`config.mk`:
```
export PLATFORM = sky130hd
export DESIGN_NAME = multi_cycle_controller
export DESIGN_NICKNAME = d
export VERILOG_FILES = /design/src/rtl/multi_cycle_controller_pkg.sv /design/src/rtl/multi_cycle_controller.sv
export SDC_FILE = /design/constraint.sdc
export NUM_CORES = 1
export LEC_CHECK = 0
export CORE_MARGIN = 5
export CORE_UTILIZATION = 45
export CTS_BUF_LIST = sky130_fd_sc_hd__clkbuf_4 sky130_fd_sc_hd__clkbuf_8
export CTS_CLUSTER_SIZE = 24
export DETAILED_ROUTE_END_ITERATION = 6
export DONT_BUFFER_PORTS = 1
export GPL_TIMING_DRIVEN = 0
export PLACE_DENSITY = 0.69
export SYNTH_ARGS = -nofsm -noshare
export SYNTH_HDL_FRONTEND = slang
export SYNTH_SLANG_ARGS = --single-unit
export TNS_END_PERCENT = 30
```
`constraint.sdc`:
```
create_clock -name clk -period 3.5 [get_ports clk]
set_clock_uncertainty 0.2 [all_clocks]
set_input_delay 0.525 -clock clk [delete_from_list [all_inputs] [get_ports clk]]
set_output_delay 0.525 -clock clk [all_outputs]
set_load 0.01 [all_outputs]
```
`src/rtl/multi_cycle_controller_pkg.sv`:
```
`default_nettype none
// +----------------------------------------------------------------------+
// | multi_cycle_controller_pkg: state, ALU-op and mux-select encodings   |
// | shared by the multi-cycle controller and the ALU controller. Rev 1.0 |
// +----------------------------------------------------------------------+
package multi_cycle_controller_pkg;

  localparam int unsigned STATE_W = 4;

  localparam logic [STATE_W-1:0] S_FETCH     = 4'd0;
  localparam logic [STATE_W-1:0] S_DECODE    = 4'd1;
  localparam logic [STATE_W-1:0] S_MEM_ADDR  = 4'd2;
  localparam logic [STATE_W-1:0] S_MEM_RD    = 4'd3;
  localparam logic [STATE_W-1:0] S_MEM_WB    = 4'd4;
  localparam logic [STATE_W-1:0] S_MEM_WR    = 4'd5;
  localparam logic [STATE_W-1:0] S_R_EXEC    = 4'd6;
  localparam logic [STATE_W-1:0] S_R_WB      = 4'd7;
  localparam logic [STATE_W-1:0] S_BRANCH    = 4'd8;
  localparam logic [STATE_W-1:0] S_ADDI_EXEC = 4'd9;
  localparam logic [STATE_W-1:0] S_ADDI_WB   = 4'd10;
  localparam logic [STATE_W-1:0] S_JUMP      = 4'd11;
  localparam logic [STATE_W-1:0] S_JAL_WB    = 4'd12;

  localparam logic [1:0] ALU_MTYPE = 2'b00;
  localparam logic [1:0] ALU_BTYPE = 2'b01;
  localparam logic [1:0] ALU_RTYPE = 2'b10;
  localparam logic [1:0] ALU_JTYPE = 2'b11;

  localparam logic [1:0] SRCB_REG    = 2'b00;
  localparam logic [1:0] SRCB_FOUR   = 2'b01;
  localparam logic [1:0] SRCB_IMM    = 2'b10;
  localparam logic [1:0] SRCB_BR_OFF = 2'b11;

  localparam logic [1:0] PCSRC_ALU    = 2'b00;
  localparam logic [1:0] PCSRC_ALUOUT = 2'b01;
  localparam logic [1:0] PCSRC_JUMP   = 2'b10;

  localparam logic [1:0] REGDST_RT = 2'b00;
  localparam logic [1:0] REGDST_RD = 2'b01;
  localparam logic [1:0] REGDST_RA = 2'b10;

  localparam logic [1:0] M2R_ALU = 2'b00;
  localparam logic [1:0] M2R_MEM = 2'b01;
  localparam logic [1:0] M2R_PC  = 2'b10;

  typedef struct packed {
    logic       mem_read;
    logic       mem_write;
    logic       ir_write;
    logic       reg_write;
    logic       i_or_d;
    logic       alu_src_a;
    logic       pc_load;
    logic       illegal_op;
    logic [1:0] alu_src_b;
    logic [1:0] alu_op;
    logic [1:0] pc_src;
    logic [1:0] reg_dst;
    logic [1:0] mem_to_reg;
  } ctrl_t;

endpackage
`default_nettype wire

```
`src/rtl/multi_cycle_controller.sv`:
```
`default_nettype none
// +----------------------------------------------------------------------+
// | multi_cycle_controller: Moore FSM sequencing a multi-cycle MIPS      |
// | datapath (fetch/decode/execute/writeback).                 Rev 1.0  |
// +----------------------------------------------------------------------+
module multi_cycle_controller
  import multi_cycle_controller_pkg::*;
#(
  parameter logic [5:0] R_OP = 6'b000000,
  parameter logic [5:0] LW   = 6'b100011,
  parameter logic [5:0] SW   = 6'b101011,
  parameter logic [5:0] BEQ  = 6'b000100,
  parameter logic [5:0] BNE  = 6'b000101,
  parameter logic [5:0] ADDI = 6'b001000,
  parameter logic [5:0] J    = 6'b000010,
  parameter logic [5:0] JAL  = 6'b000011
) (
  input  logic       clk,
  input  logic       rst,
  input  logic [5:0] opcode,
  input  logic       zero,
  output logic       mem_read,
  output logic       mem_write,
  output logic       ir_write,
  output logic       reg_write,
  output logic       i_or_d,
  output logic       alu_src_a,
  output logic       pc_load,
  output logic [1:0] alu_src_b,
  output logic [1:0] alu_op,
  output logic [1:0] pc_src,
  output logic [1:0] reg_dst,
  output logic [1:0] mem_to_reg,
  output logic       illegal_op
);

  logic [STATE_W-1:0] state_q, state_d;
  // Branch flavour is captured in DECODE so BRANCH never has to look at opcode.
  logic               is_bne_q, is_bne_d;
  logic               op_known;
  ctrl_t              ctrl;

  assign op_known = (opcode == R_OP) || (opcode == LW)  || (opcode == SW) ||
                    (opcode == BEQ)  || (opcode == BNE) || (opcode == ADDI) ||
                    (opcode == J)    || (opcode == JAL);

  always_comb begin
    state_d  = S_FETCH;
    is_bne_d = is_bne_q;
    case (state_q)
      S_FETCH:  state_d = S_DECODE;
      S_DECODE: begin
        is_bne_d = (opcode == BNE);
        if ((opcode == LW) || (opcode == SW))        state_d = S_MEM_ADDR;
        else if (opcode == R_OP)                     state_d = S_R_EXEC;
        else if ((opcode == BEQ) || (opcode == BNE)) state_d = S_BRANCH;
        else if (opcode == ADDI)                     state_d = S_ADDI_EXEC;
        else if (opcode == J)                        state_d = S_JUMP;
        else if (opcode == JAL)                      state_d = S_JAL_WB;
        else                                         state_d = S_FETCH;
      end
      S_MEM_ADDR:  state_d = (opcode == LW) ? S_MEM_RD : S_MEM_WR;
      S_MEM_RD:    state_d = S_MEM_WB;
      S_R_EXEC:    state_d = S_R_WB;
      S_ADDI_EXEC: state_d = S_ADDI_WB;
      default:     state_d = S_FETCH;
    endcase
  end

  always_ff @(posedge clk or posedge rst) begin
    if (rst) begin
      state_q  <= S_FETCH;
      is_bne_q <= 1'b0;
    end else begin
      state_q  <= state_d;
      is_bne_q <= is_bne_d;
    end
  end

  always_comb begin
    ctrl = '0;
    case (state_q)
      S_FETCH: begin
        ctrl.mem_read  = 1'b1;
        ctrl.ir_write  = 1'b1;
        ctrl.alu_src_b = SRCB_FOUR;
        ctrl.alu_op    = ALU_MTYPE;
        ctrl.pc_src    = PCSRC_ALU;
        ctrl.pc_load   = 1'b1;
      end
      S_DECODE: begin
        ctrl.alu_src_b  = SRCB_BR_OFF;
        ctrl.alu_op     = ALU_MTYPE;
        ctrl.illegal_op = ~op_known;
      end
      S_MEM_ADDR, S_ADDI_EXEC: begin
        ctrl.alu_src_a = 1'b1;
        ctrl.alu_src_b = SRCB_IMM;
        ctrl.alu_op    = ALU_MTYPE;
      end
      S_MEM_RD: begin
        ctrl.mem_read = 1'b1;
        ctrl.i_or_d   = 1'b1;
      end
      S_MEM_WB: begin
        ctrl.reg_write  = 1'b1;
        ctrl.reg_dst    = REGDST_RT;
        ctrl.mem_to_reg = M2R_MEM;
      end
      S_MEM_WR: begin
        ctrl.mem_write = 1'b1;
        ctrl.i_or_d    = 1'b1;
      end
      S_R_EXEC: begin
        ctrl.alu_src_a = 1'b1;
        ctrl.alu_src_b = SRCB_REG;
        ctrl.alu_op    = ALU_RTYPE;
      end
      S_R_WB: begin
        ctrl.reg_write  = 1'b1;
        ctrl.reg_dst    = REGDST_RD;
        ctrl.mem_to_reg = M2R_ALU;
      end
      S_BRANCH: begin
        ctrl.alu_src_a = 1'b1;
        ctrl.alu_src_b = SRCB_REG;
        ctrl.alu_op    = ALU_BTYPE;
        ctrl.pc_src    = PCSRC_ALUOUT;
        ctrl.pc_load   = is_bne_q ? ~zero : zero;
      end
      S_ADDI_WB: begin
        ctrl.reg_write  = 1'b1;
        ctrl.reg_dst    = REGDST_RT;
        ctrl.mem_to_reg = M2R_ALU;
      end
      S_JUMP: begin
        ctrl.pc_src  = PCSRC_JUMP;
        ctrl.pc_load = 1'b1;
      end
      S_JAL_WB: begin
        ctrl.reg_write  = 1'b1;
        ctrl.reg_dst    = REGDST_RA;
        ctrl.mem_to_reg = M2R_PC;
        ctrl.pc_src     = PCSRC_JUMP;
        ctrl.pc_load    = 1'b1;
      end
      default: ctrl = '0;
    endcase
  end

  // Architectural side-effect strobes are killed combinationally while reset is held.
  assign pc_load    = ctrl.pc_load    & ~rst;
  assign ir_write   = ctrl.ir_write   & ~rst;
  assign mem_write  = ctrl.mem_write  & ~rst;
  assign reg_write  = ctrl.reg_write  & ~rst;
  assign illegal_op = ctrl.illegal_op & ~rst;

  assign mem_read   = ctrl.mem_read;
  assign i_or_d     = ctrl.i_or_d;
  assign alu_src_a  = ctrl.alu_src_a;
  assign alu_src_b  = ctrl.alu_src_b;
  assign alu_op     = ctrl.alu_op;
  assign pc_src     = ctrl.pc_src;
  assign reg_dst    = ctrl.reg_dst;
  assign mem_to_reg = ctrl.mem_to_reg;

endmodule
`default_nettype wire

```
; ---- Word-level counts from Yosys, hierarchy flattened
; Cells that the tools add are included.
[classes]
n_eq_ne = 19
n_bitwise = 8
n_mux = 20
n_reduce_logical = 18
[ops]
columns = operator, n
row1 = 4-bit 2-to-1 mux, 6
row2 = 4-bit one-hot mux with 6 select lines, 1
row3 = "4-bit equality test, second input constant", 5
row4 = 4-bit one-hot mux with 5 select lines, 1
row5 = "4-bit by 3-bit equality test with 1-bit output, second input constant", 4
row6 = "6-bit by 2-bit equality test with 1-bit output, second input constant", 2
row7 = "6-bit by 3-bit equality test with 1-bit output, second input constant", 2
row8 = "6-bit equality test, second input constant", 2
row9 = 4-bit one-hot mux with 3 select lines, 1
row10 = 1-bit logical OR, 9
row11 = "4-bit by 2-bit equality test with 1-bit output, second input constant", 2
row12 = 1-bit 2-to-1 mux, 8
row13 = 2-bit OR reduction, 4
row14 = 4-bit OR reduction, 2
row15 = "6-bit by 4-bit equality test with 1-bit output, second input constant", 1
row16 = 6-bit zero test, 1
row17 = 1-bit bitwise AND, 5
row18 = "4-bit by 1-bit equality test with 1-bit output, second input constant", 1
row19 = 4-bit zero test, 1
row20 = 2-bit one-hot mux with 2 select lines, 1
row21 = 3-bit 2-to-1 mux, 1
row22 = 1-bit inverter, 3
row23 = 3-bit OR reduction, 1
row24 = 1-bit one-hot mux with 2 select lines, 1
[totals]
regBits = 5
elab_cells = 67

; ---- Longest topological paths before layout
; Gate-level depths: netlist of the first run.
[logic_depth]
depth_word = 11
ltp_mapped = 4

; ---- Least setup slack after synthesis of the first run
; No wires, ideal clock.
[synth_timing]
path_kind = register to output
from = reg state_q[1]
to = out illegal_op
path_slack_ns = 1.419
arrival_time_ns = 1.356
path_stages_with_launch = 4
cell_sequence = dfrtp_1 > or4b_4 > a211oi_2 > and3_1
[synth_via]
elab_chain_len = 3
[synth_rtl]
columns = element, line_no
row1 = "start, declared", multi_cycle_controller.sv:37  ; logic [STATE_W-1:0] state_q, state_d;
row2 = "start signal, assigned", multi_cycle_controller.sv:75  ; state_q <= state_d;
row3 = 4-bit by 1-bit equality test with 1-bit output, multi_cycle_controller.sv:82  ; case (state_q)
row4 = 1-bit 2-to-1 mux, multi_cycle_controller.sv:82
row5 = 1-bit bitwise AND, multi_cycle_controller.sv:156  ; assign illegal_op = ctrl.illegal_op & ~rst;
row6 = "end, declared", multi_cycle_controller.sv:34  ; output logic illegal_op
; No other way between the ends.

; ---- Worst setup path after layout of the first run
; Same ends and word-level chain as after synthesis.

==> reports/summary.txt, run 1 <==
Mapped Area: 594 sq um
Syn Inst Count: 81
CP max stage cell: or4b_4
final core utilization: 0.515
gr ovfl total: 0
crit path time final: 2410 ps
die area: 2150 sq um
vias in the first global route: 618
reg2reg start: state_q[1]
crit path kind: reg -> out
Syn. warnings: 0
routed vias/inst: 6.38
total routed wirelength: 1580 um
initial core utilization: 0.468
Hold WC Path Type: reg -> reg
pin count of the biggest net entering global routing: 11
R2R Path End: state_q[1]
CTS root buf: clkbuf_4
worst skew pair latency: 240 ps
CTS tree: yes
final setup TNS: 0 ps
Synthesized Nets: 90
post-synth top area share: 0.211
Worst Path Required: 2770 ps
final period utilization: 0.689
DRT Pass-1 Iters: 4
GRT Overall Usage: 0.169
H-tree depth: 1
Post-DRT Antenna Nets: 0
Min-Delay Endpoint: is_bne_q
pwr/cell area: 644 nW/um^2
share of layout cells above drive strength 1: 0.128
Worst R2R Path Depth: 3
DRC violation total after the first TritonRoute iteration: 14
HP Start: is_bne_q
synth top area cells: dfrtp_1 21%, nor2_1 6.3%, xor2_1 4.4%, a21oi_1 4.2%, and3_1 4.2%
Leak: 0.280 nW
wire per inst: 15.7 um
# nets final: 96
Synth area leader: dfrtp_1
Slew Limit Fails: 0
unrepaired setup endpoints after global routing: no
worst hold slack: 320 ps
drc violations: 0
Peak Freq: 415 MHz
worst slew pin tran: 513 ps
final setup margin: 1090 ps
pre-CTS setup slack: 1340 ps
status: finished clean
CP cell instances: or4b_4 > a211oi_2 > and3_1
diodes inserted: 0
number of core rows: 13
half-perimeter wire length after placement: 1230 um
sequential share of the synthesized area: 0.211
Worst-path clk slew: 40 ps
Peak supply drop: 0.282 mV
most frequent cells in the layout: 10 x nor2_1, 5 x a21oi_1, 5 x dfrtp_1
hold path cells: 1
clock sinks: 5
Layout area overhead: 9.89%
initial antenna violation count: 0
I/O Pins: 27
die width: 46.3 um
R2R setup slack: 1780 ps
crit-path max cell delay: 600 ps
normalized max-slew margin: 0.655
Fillers: 143
worst path bufs/invs: 0
CTS resizes: 0
final hold violations: 0
syn avg cell area: 7.34 sq um
Port Buf Inserts: 0
Post-CTS Setup Inserts: 0
commonest non-fill, non-tap cell in the layout: nor2_1
CP delay by family, top: simple AND/OR/NAND/NOR gates
critical path arrival: 1690 ps
CP startpoint kind: flip-flop
Num CTS Buffers: 3
Pwr Total: 0.420 mW
final setup fails: 0
Core Region: 1270 sq um
Die Y-Extent: 46.3 um
first-pass GRT wire length: 2680 um
Clock Path Buffers: 2
GPL Wtd Cong: 0.758
via count: 644
# Max-Cap Violations: 0
Worst setup EP type: primary output
maximum fanout along the worst path: 6
synth unique cells: 36
Synth Register Bits: 5
## worst max-delay path by stage
stage | start | end | cells after the start
after floorplan | state_q[1] | illegal_op | 3
after global placement | state_q[1] | illegal_op | 3
after detailed placement | state_q[1] | illegal_op | 3
after CTS | state_q[1] | illegal_op | 3
after global routing | state_q[2] | mem_write | 4
final | state_q[1] | illegal_op | 3
## per-stage QoR
stage | cells | cell area [sq um]
after floorplan | 81 | 594
after global placement | 96 | 613
after CTS | 101 | 653
final | 101 | 653
after detailed placement | 96 | 613
after global routing | 101 | 653
## where the power goes
part	switching (mW)	leakage [nW]	internal (mW)
clock	0.0216	0.0184	0.0507
sequential	0.0125	0.0669	0.0729
combinational	0.167	0.194	0.0957
total	0.201	0.280	0.219
## final cells by class
class / instances / area [sq um] / area share
buffer: 6 / 28.8 / 0.0441
tap: 15 / 18.8 / 0.0287
timing repair buffer: 1 / 10.0 / 0.0153
sequential: 5 / 125 / 0.192
inverter: 3 / 11.3 / 0.0172
clock buffer: 4 / 30.0 / 0.0460
multi-input combinational: 67 / 429 / 0.657
## what timing repair did
item / in CTS / in global routing
hold buffers: 1 / 0
setup endpoints to repair: 0 / 0
hold endpoints to repair: 5 / 0
## flip-flops by register name, indices dropped and copies added (netlist names)
register / flops
state_q: 4
is_bne_q: 1
## cell usage after synthesis
library cell	n
nor4_1	2
inv_1	3
o211ai_1	1
nand2_1	4
buf_4	1
a21oi_1	5
nand2b_1	4
and3b_1	1
nor3_2	1
and4b_1	1
or2_2	1
xor2_1	3
a211oi_2	1
or4b_4	1
nor3b_1	2
nor3_1	3
a21o_1	1
a22o_1	1
or3_1	2
a211oi_1	2
xnor2_1	1
a211o_1	1
o311ai_0	1
or2_1	1
o21ai_0	3
clkbuf_1	3
a2111o_1	1
nor2_1	10
and3_1	4
o221ai_1	1
a32o_1	1
dfrtp_1	5
nor2b_1	3
a2111oi_0	1
nand3_1	3
buf_2	2
## layer usage
metal  wire length [um]  global-route usage
met5                  0                   0
met4                  0              0.0341
met3                114              0.0625
met2                804               0.305
met1                663               0.187
## logic make-up (layout without fill, tap and decap cells)
kind of cell,after synthesis,after routing,synth area share
simple gates,43,43,0.415
compound gates,20,20,0.248
buf+inv,9,14,0.0674
flops,5,5,0.211
xor+xnor,4,4,0.0590
(Power assumes the default switching activity.)
==> inputs of run 2 (changes only) <==
--- a/config.mk
+++ b/config.mk
@@ -12,7 +12,7 @@
 export DETAILED_ROUTE_END_ITERATION = 6
 export DONT_BUFFER_PORTS = 1
 export GPL_TIMING_DRIVEN = 0
-export PLACE_DENSITY = 0.69
+export PLACE_DENSITY = 0.71
 export SYNTH_ARGS = -nofsm -noshare
 export SYNTH_HDL_FRONTEND = slang
 export SYNTH_SLANG_ARGS = --single-unit
==> constraint.sdc (replaced) <==
create_clock -name clk -period 2 [get_ports clk]
set_clock_uncertainty 0.2 [all_clocks]
set_input_delay 0.3 -clock clk [delete_from_list [all_inputs] [get_ports clk]]
set_output_delay 0.3 -clock clk [all_outputs]
set_load 0.01 [all_outputs]
==> reports/summary.txt, run 2 (synthesized netlist as in run 1, its figures left out) <==
Fillers: 124
die width: 46.3 um
Num CTS Buffers: 3
via count: 640
GRT Overall Usage: 0.172
pwr/cell area: 1170 nW/um^2
Biggest register: state_q
CP cell instances: or4b_4 > a211oi_2 > and3_4
crit path kind: reg -> out
I/O Pins: 27
total routed wirelength: 1600 um
Post-DRT Antenna Nets: 0
worst skew pair latency: 240 ps
most frequent cells in the layout: 9 x nor2_1, 5 x clkbuf_4, 5 x dfrtp_1
half-perimeter wire length after placement: 1150 um
drc violations: 0
Peak supply drop: 0.473 mV
first-pass GRT wire length: 2640 um
Largest regs: state_q x4, is_bne_q x1
R2R setup slack: 240 ps
number of core rows: 13
initial antenna violation count: 0
Layout area overhead: 20.8%
commonest non-fill, non-tap cell in the layout: nor2_1
# Max-Cap Violations: 0
CTS tree: yes
worst slew pin tran: 631 ps
# nets final: 97
Die Y-Extent: 46.3 um
crit path time final: 2110 ps
unrepaired setup endpoints after global routing: yes
final setup TNS: -109 ps
final period utilization: 1.05
pre-CTS setup slack: 73.4 ps
violated checks: setup timing
maximum fanout along the worst path: 5
Worst-path clk slew: 50 ps
critical path arrival: 1610 ps
pin count of the biggest net entering global routing: 11
H-tree depth: 1
CP max stage cell: or4b_4
normalized max-slew margin: 0.574
Core Region: 1270 sq um
clock sinks: 5
CP delay by family, top: simple AND/OR/NAND/NOR gates
DRT Pass-1 Iters: 3
Clock Path Buffers: 2
wire per inst: 15.7 um
Peak Freq: 474 MHz
vias in the first global route: 592
status: finished, violations left
final setup margin: -109 ps
Worst Path Required: 1500 ps
initial core utilization: 0.468
Hold WC Path Type: in -> reg
DRC violation total after the first TritonRoute iteration: 5
gr ovfl total: 0
share of layout cells above drive strength 1: 0.276
worst path bufs/invs: 0
final setup fails: 1
CTS root buf: clkbuf_4
Worst setup EP type: primary output
crit-path max cell delay: 590 ps
Port Buf Inserts: 0
Leak: 0.303 nW
CP startpoint kind: flip-flop
die area: 2150 sq um
diodes inserted: 0
max reg flops: 4
GPL Wtd Cong: 0.749
routed vias/inst: 6.27
final hold violations: 0
Slew Limit Fails: 0
-- run 2: cell count changes in the layout (fill, tap and decap cells not counted), moves of 3 or more --
cell	previous run	this run
a21oi_1	5	2
a21oi_2	0	3
buf_4	1	4
clkbuf_1	3	0
-- run 2: worst reg2reg max path, cell delays in order, from the launching register on --
cell and delay (ps):
dfrtp_1 400, or4b_4 590, buf_4 160, nor3_2 160, a32o_1 190
-- run 2: repair_timing --
| item | CTS | global route |
|---|---|---|
| gates cloned | 0 | 0 |
| endpoints found under the setup margin | 11 | 11 |
| hold endpoints to repair | 5 | 0 |
| hold buffers | 1 | 0 |
| resized for setup | 9 | 12 |
| setup buffers | 0 | 1 |
| pin swaps | 1 | 3 |
-- run 2: cell type report --
type                            count  area, sq um  share of cell area
Multi-Input combinational cell     67          475               0.662
Sequential cell                     5          125               0.174
Buffer                              6         40.0              0.0557
Clock buffer                        4         30.0              0.0418
Inverter                            3         11.3              0.0157
Tap cell                           15         18.8              0.0261
Timing Repair Buffer                2         17.5              0.0244
-- run 2: routing by layer --
metal	track usage	part of all wire
met5	0	0
met4	0.0341	0
met3	0.0859	0.070
met2	0.286	0.51
met1	0.196	0.42
-- run 2: through the flow --
step,power (mW),instance area [sq um],std cells,utilization,hold slack (ps)
after floorplan,0.528,594,81,-,-121
after global placement,0.597,613,96,0.483,-108
after detailed placement,0.603,613,96,0.483,-105
after CTS,0.801,689,101,0.543,115
after global routing,0.916,718,102,0.566,124
final,0.838,718,102,0.566,133
-- run 2: power by group --
group / leakage, nW / total (mW) / switching (mW) / internal [mW]
Clock: 0.0184 / 0.133 / 0.0440 / 0.0891
Sequential: 0.0669 / 0.149 / 0.0217 / 0.127
Combinational: 0.218 / 0.556 / 0.324 / 0.232
-- run 2: path summary, 6_finish.rpt --
path / end / startpoint / cells after the start
setup / recovery: illegal_op / state_q[3] / 3
hold / removal: state_q[0] / opcode[4] / 2
setup reg to reg: is_bne_q / state_q[3] / 4
hold reg to reg: is_bne_q / is_bne_q / 1
max in group asynchronous: is_bne_q / rst / 2
min in group asynchronous: state_q[3] / rst / 2
